### src/rtl/bcd_rtc_clock.sv
// ============================================================================
// Module   : bcd_rtc_clock
// Brief    : BCD HH:MM:SS time-of-day counter with prescaler, 12/24 h mode,
//            range-checked load and one-cycle event pulses.
//            Optional alarm compare enabled by defining RTC_ALARM_EN.
// Revision : 1.0 - initial release
// ============================================================================
`default_nettype none

module bcd_rtc_clock #(
    parameter int CLK_DIV = 1,
    parameter bit MODE12  = 1'b0
) (
    input  logic       clk,
    input  logic       rst_n,
    input  logic       en_i,
    input  logic       set_valid_i,
    input  logic [1:0] set_h10_i,
    input  logic [3:0] set_h1_i,
    input  logic [2:0] set_m10_i,
    input  logic [3:0] set_m1_i,
    input  logic [2:0] set_s10_i,
    input  logic [3:0] set_s1_i,
    input  logic       set_pm_i,
`ifdef RTC_ALARM_EN
    input  logic       alarm_set_i,
    input  logic [1:0] alarm_h10_i,
    input  logic [3:0] alarm_h1_i,
    input  logic [2:0] alarm_m10_i,
    input  logic [3:0] alarm_m1_i,
    input  logic       alarm_pm_i,
    output logic       alarm_hit_o,
`endif
    output logic [1:0] hour10_o,
    output logic [3:0] hour1_o,
    output logic [2:0] min10_o,
    output logic [3:0] min1_o,
    output logic [2:0] sec10_o,
    output logic [3:0] sec1_o,
    output logic       pm_o,
    output logic       sec_tick_o,
    output logic       day_wrap_o,
    output logic       set_err_o
);

    localparam int               C_PRE_W   = (CLK_DIV > 1) ? $clog2(CLK_DIV) : 1;
    localparam logic [C_PRE_W-1:0] C_LAST  = C_PRE_W'(CLK_DIV - 1);
    localparam logic [1:0]       C_RST_H10 = MODE12 ? 2'd1 : 2'd0;
    localparam logic [3:0]       C_RST_H1  = MODE12 ? 4'd2 : 4'd0;

    logic [C_PRE_W-1:0] presc_q, presc_d;
    logic [1:0] hour10_q, hour10_d;
    logic [3:0] hour1_q,  hour1_d;
    logic [2:0] min10_q,  min10_d;
    logic [3:0] min1_q,   min1_d;
    logic [2:0] sec10_q,  sec10_d;
    logic [3:0] sec1_q,   sec1_d;
    logic       pm_q,     pm_d;
    logic       sec_tick_q, sec_tick_d;
    logic       day_wrap_q, day_wrap_d;
    logic       set_err_q,  set_err_d;

    logic       w_tick;
    logic       w_set_ok;
    logic       w_load;
    logic [1:0] w_adv_h10;
    logic [3:0] w_adv_h1;
    logic [2:0] w_adv_m10;
    logic [3:0] w_adv_m1;
    logic [2:0] w_adv_s10;
    logic [3:0] w_adv_s1;
    logic       w_adv_pm;
    logic       w_adv_wrap;

    // One-second advance of the current time, carry rippling from seconds up.
    always_comb begin
        w_adv_h10  = hour10_q;
        w_adv_h1   = hour1_q;
        w_adv_m10  = min10_q;
        w_adv_m1   = min1_q;
        w_adv_s10  = sec10_q;
        w_adv_s1   = sec1_q;
        w_adv_pm   = pm_q;
        w_adv_wrap = 1'b0;
        if (sec1_q != 4'd9) begin
            w_adv_s1 = sec1_q + 4'd1;
        end else begin
            w_adv_s1 = 4'd0;
            if (sec10_q != 3'd5) begin
                w_adv_s10 = sec10_q + 3'd1;
            end else begin
                w_adv_s10 = 3'd0;
                if (min1_q != 4'd9) begin
                    w_adv_m1 = min1_q + 4'd1;
                end else begin
                    w_adv_m1 = 4'd0;
                    if (min10_q != 3'd5) begin
                        w_adv_m10 = min10_q + 3'd1;
                    end else begin
                        w_adv_m10 = 3'd0;
                        if (MODE12) begin
                            if (hour10_q == 2'd1 && hour1_q == 4'd2) begin
                                w_adv_h10 = 2'd0;
                                w_adv_h1  = 4'd1;
                            end else if (hour10_q == 2'd1 && hour1_q == 4'd1) begin
                                w_adv_h1   = 4'd2;
                                w_adv_pm   = ~pm_q;
                                w_adv_wrap = pm_q;
                            end else if (hour1_q == 4'd9) begin
                                w_adv_h10 = 2'd1;
                                w_adv_h1  = 4'd0;
                            end else begin
                                w_adv_h1 = hour1_q + 4'd1;
                            end
                        end else begin
                            if (hour10_q == 2'd2 && hour1_q == 4'd3) begin
                                w_adv_h10  = 2'd0;
                                w_adv_h1   = 4'd0;
                                w_adv_wrap = 1'b1;
                            end else if (hour1_q == 4'd9) begin
                                w_adv_h10 = hour10_q + 2'd1;
                                w_adv_h1  = 4'd0;
                            end else begin
                                w_adv_h1 = hour1_q + 4'd1;
                            end
                        end
                    end
                end
            end
        end
    end

    always_comb begin
        w_set_ok = (set_s1_i <= 4'd9) && (set_m1_i <= 4'd9) && (set_h1_i <= 4'd9) &&
                   (set_s10_i <= 3'd5) && (set_m10_i <= 3'd5);
        if (MODE12) begin
            w_set_ok = w_set_ok && ((set_h10_i == 2'd0 && set_h1_i != 4'd0) ||
                                    (set_h10_i == 2'd1 && set_h1_i <= 4'd2));
        end else begin
            w_set_ok = w_set_ok && ((set_h10_i < 2'd2) ||
                                    (set_h10_i == 2'd2 && set_h1_i <= 4'd3));
        end
    end

    assign w_load = set_valid_i && w_set_ok;

    always_comb begin
        w_tick  = 1'b0;
        presc_d = presc_q;
        if (en_i) begin
            if (presc_q == C_LAST) begin
                presc_d = '0;
                w_tick  = 1'b1;
            end else begin
                presc_d = presc_q + C_PRE_W'(1);
            end
        end
        hour10_d   = hour10_q;
        hour1_d    = hour1_q;
        min10_d    = min10_q;
        min1_d     = min1_q;
        sec10_d    = sec10_q;
        sec1_d     = sec1_q;
        pm_d       = pm_q;
        sec_tick_d = 1'b0;
        day_wrap_d = 1'b0;
        set_err_d  = 1'b0;
        // A valid load wins over a coincident tick and restarts the second.
        if (w_load) begin
            presc_d  = '0;
            hour10_d = set_h10_i;
            hour1_d  = set_h1_i;
            min10_d  = set_m10_i;
            min1_d   = set_m1_i;
            sec10_d  = set_s10_i;
            sec1_d   = set_s1_i;
            pm_d     = MODE12 ? set_pm_i : 1'b0;
        end else begin
            set_err_d = set_valid_i;
            if (w_tick) begin
                hour10_d   = w_adv_h10;
                hour1_d    = w_adv_h1;
                min10_d    = w_adv_m10;
                min1_d     = w_adv_m1;
                sec10_d    = w_adv_s10;
                sec1_d     = w_adv_s1;
                pm_d       = w_adv_pm;
                sec_tick_d = 1'b1;
                day_wrap_d = w_adv_wrap;
            end
        end
    end

    always_ff @(posedge clk or negedge rst_n) begin
        if (!rst_n) begin
            presc_q    <= '0;
            hour10_q   <= C_RST_H10;
            hour1_q    <= C_RST_H1;
            min10_q    <= 3'd0;
            min1_q     <= 4'd0;
            sec10_q    <= 3'd0;
            sec1_q     <= 4'd0;
            pm_q       <= 1'b0;
            sec_tick_q <= 1'b0;
            day_wrap_q <= 1'b0;
            set_err_q  <= 1'b0;
        end else begin
            presc_q    <= presc_d;
            hour10_q   <= hour10_d;
            hour1_q    <= hour1_d;
            min10_q    <= min10_d;
            min1_q     <= min1_d;
            sec10_q    <= sec10_d;
            sec1_q     <= sec1_d;
            pm_q       <= pm_d;
            sec_tick_q <= sec_tick_d;
            day_wrap_q <= day_wrap_d;
            set_err_q  <= set_err_d;
        end
    end

`ifdef RTC_ALARM_EN
    logic [1:0] alarm_h10_q, alarm_h10_d;
    logic [3:0] alarm_h1_q,  alarm_h1_d;
    logic [2:0] alarm_m10_q, alarm_m10_d;
    logic [3:0] alarm_m1_q,  alarm_m1_d;
    logic       alarm_pm_q,  alarm_pm_d;
    logic       alarm_hit_q, alarm_hit_d;

    // Only a real advance onto HH:MM:00 fires; loads are excluded via w_load.
    always_comb begin
        alarm_h10_d = alarm_h10_q;
        alarm_h1_d  = alarm_h1_q;
        alarm_m10_d = alarm_m10_q;
        alarm_m1_d  = alarm_m1_q;
        alarm_pm_d  = alarm_pm_q;
        if (alarm_set_i) begin
            alarm_h10_d = alarm_h10_i;
            alarm_h1_d  = alarm_h1_i;
            alarm_m10_d = alarm_m10_i;
            alarm_m1_d  = alarm_m1_i;
            alarm_pm_d  = MODE12 ? alarm_pm_i : 1'b0;
        end
        alarm_hit_d = w_tick && !w_load &&
                      (w_adv_h10 == alarm_h10_q) && (w_adv_h1 == alarm_h1_q) &&
                      (w_adv_m10 == alarm_m10_q) && (w_adv_m1 == alarm_m1_q) &&
                      (w_adv_s10 == 3'd0) && (w_adv_s1 == 4'd0) &&
                      (w_adv_pm == alarm_pm_q);
    end

    always_ff @(posedge clk or negedge rst_n) begin
        if (!rst_n) begin
            alarm_h10_q <= C_RST_H10;
            alarm_h1_q  <= C_RST_H1;
            alarm_m10_q <= 3'd0;
            alarm_m1_q  <= 4'd0;
            alarm_pm_q  <= 1'b0;
            alarm_hit_q <= 1'b0;
        end else begin
            alarm_h10_q <= alarm_h10_d;
            alarm_h1_q  <= alarm_h1_d;
            alarm_m10_q <= alarm_m10_d;
            alarm_m1_q  <= alarm_m1_d;
            alarm_pm_q  <= alarm_pm_d;
            alarm_hit_q <= alarm_hit_d;
        end
    end

    assign alarm_hit_o = alarm_hit_q;
`endif

    assign hour10_o   = hour10_q;
    assign hour1_o    = hour1_q;
    assign min10_o    = min10_q;
    assign min1_o     = min1_q;
    assign sec10_o    = sec10_q;
    assign sec1_o     = sec1_q;
    assign pm_o       = pm_q;
    assign sec_tick_o = sec_tick_q;
    assign day_wrap_o = day_wrap_q;
    assign set_err_o  = set_err_q;

endmodule

`default_nettype wire

### config.mk
export PLATFORM = sky130hd
export DESIGN_NAME = bcd_rtc_clock
export DESIGN_NICKNAME = d
export VERILOG_FILES = /design/src/rtl/bcd_rtc_clock.sv
export SDC_FILE = /design/constraint.sdc
export NUM_CORES = 1
export LEC_CHECK = 0
export CORE_MARGIN = 3
export CORE_UTILIZATION = 38
export CTS_CLUSTER_SIZE = 14
export DETAILED_ROUTE_END_ITERATION = 16
export PLACE_DENSITY_LB_ADDON = 0.08
export SLEW_MARGIN = 0
export SYNTH_ARGS = -nofsm -noshare
export SYNTH_HDL_FRONTEND = slang
export SYNTH_SLANG_ARGS = --single-unit
### constraint.sdc
create_clock -name clk -period 4.1 [get_ports clk]
set_clock_uncertainty 0.15 [all_clocks]
set_input_delay 0.82 -clock clk [delete_from_list [all_inputs] [get_ports clk]]
set_output_delay 0.82 -clock clk [all_outputs]
set_load 0.005 [all_outputs]
* Yosys cells after proc, flatten, opt, wreduce, memory -nomap -nowiden *
Cells that the tools add are included.

word-level totals
  register bits after elaboration = 24
  input port bits = 25
  output and inout port bits = 24

operators by class
  add/sub/neg operators = 7
  order comparisons = 7
  equality and inequality tests = 12
  muxes and demuxes = 49
  reductions and logical operators = 17

operator list
  kind                 count
  $mux 4               16
  $mux 3               10
  $mux 2               8
  $mux 1               15
  $add 4x1->4 const B  3
  $le 4x4->1 const B   3
  $logic_and 1x1->1    8
  $ne 2x2->1 const B   4
  $ne 4x4->1 const B   2
  $add 3x1->3 const B  2
  $le 3x3->1 const B   2
  $ne 3x3->1 const B   2
  $reduce_and 6->1     1
  $reduce_and 5->1     1
  $eq 2x2->1 const B   2
  $eq 4x2->1 const B   1
  $eq 4x4->1 const B   1
  $le 4x2->1 const B   1
  $reduce_and 4->1     1
  $reduce_bool 2->1    2
  $reduce_and 3->1     1
  $reduce_bool 3->1    1
  $add 2x1->2 const B  1
  $lt 2x2->1 const B   1
  other kinds (3)      3

* Logic depth before layout (Yosys ltp) *
  word-level depth = 9
  gate-level depth with buffers = 6
  gate-level depth less buffers = 6

* Least setup slack after synthesis *
Ideal clock, no wire load.

  path type = input to register
  start point = input en_i
  end point = register hour10_q[1] (netlist: hour10_o[1])
  setup time = 0.120 ns
  arrival = 2.264 ns
  required time = 3.830 ns
  slack = 1.567 ns
  stages on the path = 5
  cells stage by stage = nand4b_1 or4_1 clkbuf_2 or4_1 a31o_1

between the ends
  word-level cells in the longest chain between the ends = 3

ends and longest elaborated chain
  element                      RTL line  text
  from (decl)                  16        input logic en_i,
  $mux 1                       150       if (en_i) begin
  $reduce_bool 2->1 (no line)  -
  $reduce_and 6->1 (no line)   -
  to (signal assigned)         209       hour10_q <= hour10_d;
  to (decl)                    52        logic [1:0] hour10_q, hour10_d;

Every way passes these cells.
A chain may end at the register's enable or synchronous reset.

* Worst setup path in the final report *
Same ends and word-level chain as after synthesis.

==> metrics <==
I/O pin count=49; P_leak=0.782 nW; Final GP Congestion=0.783; pin count of the biggest net entering global routing=24; total chip power=0.00102 W; ANT cells=0; crit end category=flip-flop; count leader, synth=dfrtp_1; # resized after CTS=0; Starting DRT DRC Count=60; Synth Cell Area=1430 sq um; global-route wire length before repair=6.18 mm; GRT Resource Usage Total=18.1%; post-synth top area share=40.2%; die height=67.4 um; worst-margin pin slew=1.06 ns; top post-synthesis cells by area=dfrtp_1 (40%), mux2_2 (7.1%), nor4_1 (6.1%), a31oi_1 (3.5%), nor2b_1 (2.6%); Synth Net Count=177; Slew HR=28.9%; nets@finish=223; clock buffer count from CTS=3; Die ar.=4540 sq um; final WL=3.78 mm; Setup Buffers After CTS=0; post-synthesis async set-or-reset flop share=100%; Fill cells=330; # DRC=0; Vias=1,374; final setup margin=1.03 ns; Worst EP arrival=3.08 ns; synthesis-to-layout area growth=38.1%; Via-to-Cell Ratio=5.70; CP Launch Type=primary input; Port Buffers=46; vias in the first global route=1,319; worst path required time=4.11 ns; Worst-path clk slew=0.08 ns; Chip Width=67.4 um; Peak supply drop=256 uV; register area share after synthesis=40.2%; clk_lat worst skew=0.26 ns; total power divided by cell area=517 nW/um^2; syn_area_per_cell=9.55 sq um; Synth Register Bits=23; Slew Limit Fails=0; Crit Path Max Fanout=8; YS warnings=0; CTS max path bufs=2; ANT nets after route=0; final count of hold timing violations=0; total gr overflow=0; Rows=21; final setup vio count=0; CTS root buf=clkbuf_8; initial antenna violation count=0; WHS Path Cells=2; DR WL/cell=15.7 um; f_max=326 MHz; cells after synthesis=150; initial core utilization=41.0%; TritonCTS clock tree=done; number of synthesized flops with an enable pin=0; H-tree levels=1; DP Wirelength=2.84 mm; clk sinks=23; layout cells sized above 1=7.69%; Post-synth top flop=dfrtp_1; critical path class=primary input to flip-flop; 1st-pass router iterations=4; RSZ-0062 raised after global routing=no; Core ar.=3490 sq um; largest area contributor in the netlist=dfrtp_1; hold_buf cts=0; Netlist cell types=41; minimum clock period=3.07 ns; Place WS=0.745 ns; Setup Total Neg Slack=0 ns; Period Utilization, post-route=74.9%; status=finished clean; Hold WC Path Type=flip-flop to flip-flop; max cap viols=0; R2R depth=4; top cells by count, synth=dfrtp_1 (23), nor4_1 (14), mux2_2 (9)
## cell usage in the layout, fill, tap and decap left out, types with 3 or more instances in the layout
| cell type | synthesis | final |
|---|---|---|
| clkdlybuf4s50_1 | 0 | 46 |
| dfrtp_1 | 23 | 23 |
| nor4_1 | 14 | 14 |
| mux2_2 | 9 | 9 |
| a31oi_1 | 8 | 8 |
| inv_1 | 7 | 7 |
| o21ai_0 | 7 | 7 |
| a21oi_1 | 6 | 6 |
| nor2b_1 | 6 | 6 |
| nand2_1 | 6 | 6 |
| nand3_1 | 4 | 4 |
| nand3b_1 | 4 | 4 |
| xor2_1 | 4 | 4 |
| nor2_1 | 4 | 4 |
| and3_1 | 3 | 3 |
| nand2b_1 | 3 | 3 |
| mux2i_1 | 3 | 3 |
| clkbuf_8 | 0 | 3 |
## per-stage QoR
stage	util [%]	hold slack, ns	cell area, sq um	instances
6_report	56.6	0.483	1980	241
5_1_grt	56.6	0.513	1980	241
4_1_cts	56.6	0.487	1980	241
3_5_place_dp	55.3	0.476	1930	237
3_3_place_gp	55.3	0.457	1930	237
2_1_floorplan	-	0.374	1430	150
## layout make-up
class / count / area [sq um] / share of cell area (%)
Clock buffer: 4 / 45.0 / 2.28
Inverter: 7 / 26.3 / 1.33
Multi-Input combinational cell: 113 / 798 / 40.4
Sequential cell: 23 / 576 / 29.1
Tap cell: 46 / 57.6 / 2.91
Timing Repair Buffer: 48 / 475 / 24.0
## flip-flops by register name, indices dropped and copies added, names as in the netlist
register,count
hour1_o,4
sec_tick_o,1
min10_o,3
hour10_o,2
set_err_o,1
sec10_o,3
sec1_o,4
min1_o,4
day_wrap_o,1
## path summary, 6_finish.rpt
check	startpoint	end	slack, ns
max reg2reg	sec1_o[1]	hour10_o[1]	1.41
max	en_i	hour10_o[1]	1.03
min	hour1_o[1]	hour1_o[1]	0.48
min reg2reg	hour1_o[1]	hour1_o[1]	0.48
min in group asynchronous	rst_n	day_wrap_o	0.98
max in group asynchronous	rst_n	hour10_o[0]	2.18
## where the power goes
group / leakage, nW / internal [W] / switching [W] / total (W)
Combinational: 0.493 / 0.000294 / 0.000169 / 0.000464
Sequential: 0.266 / 0.000306 / 0.000111 / 0.000417
Clock: 0.0228 / 0.0000693 / 0.0000720 / 0.000141
Total: 0.782 / 0.000669 / 0.000353 / 0.00102
## critical path, cell delays in order
cell             delay (ns)
clkdlybuf4s50_1        0.59
nand4b_1               0.18
or4_1                  0.70
or4_1                  0.56
a31o_1                 0.23
## kinds of logic (layout without fill, tap and decap cells)
kind of cell	after synthesis	in the layout	share of synthesized area [%]
mux	12	12	9.17
flops	23	23	40.2
xor+xnor	6	6	3.67
fa+ha+maj	2	2	1.75
buf+inv	14	59	4.10
simple gates	63	63	28.1
other cells	1	1	0.262
compound gates	29	29	12.8
## routing by layer
metal	GRT usage, %	up-vias	wire, um
met4	6.33	0	48
met5	0	-	0
met3	3.66	4	231
li1	-	654	-
met1	23.9	664	1690
met2	29.2	52	1810
Note: power is estimated with default switching activity, not from simulation.
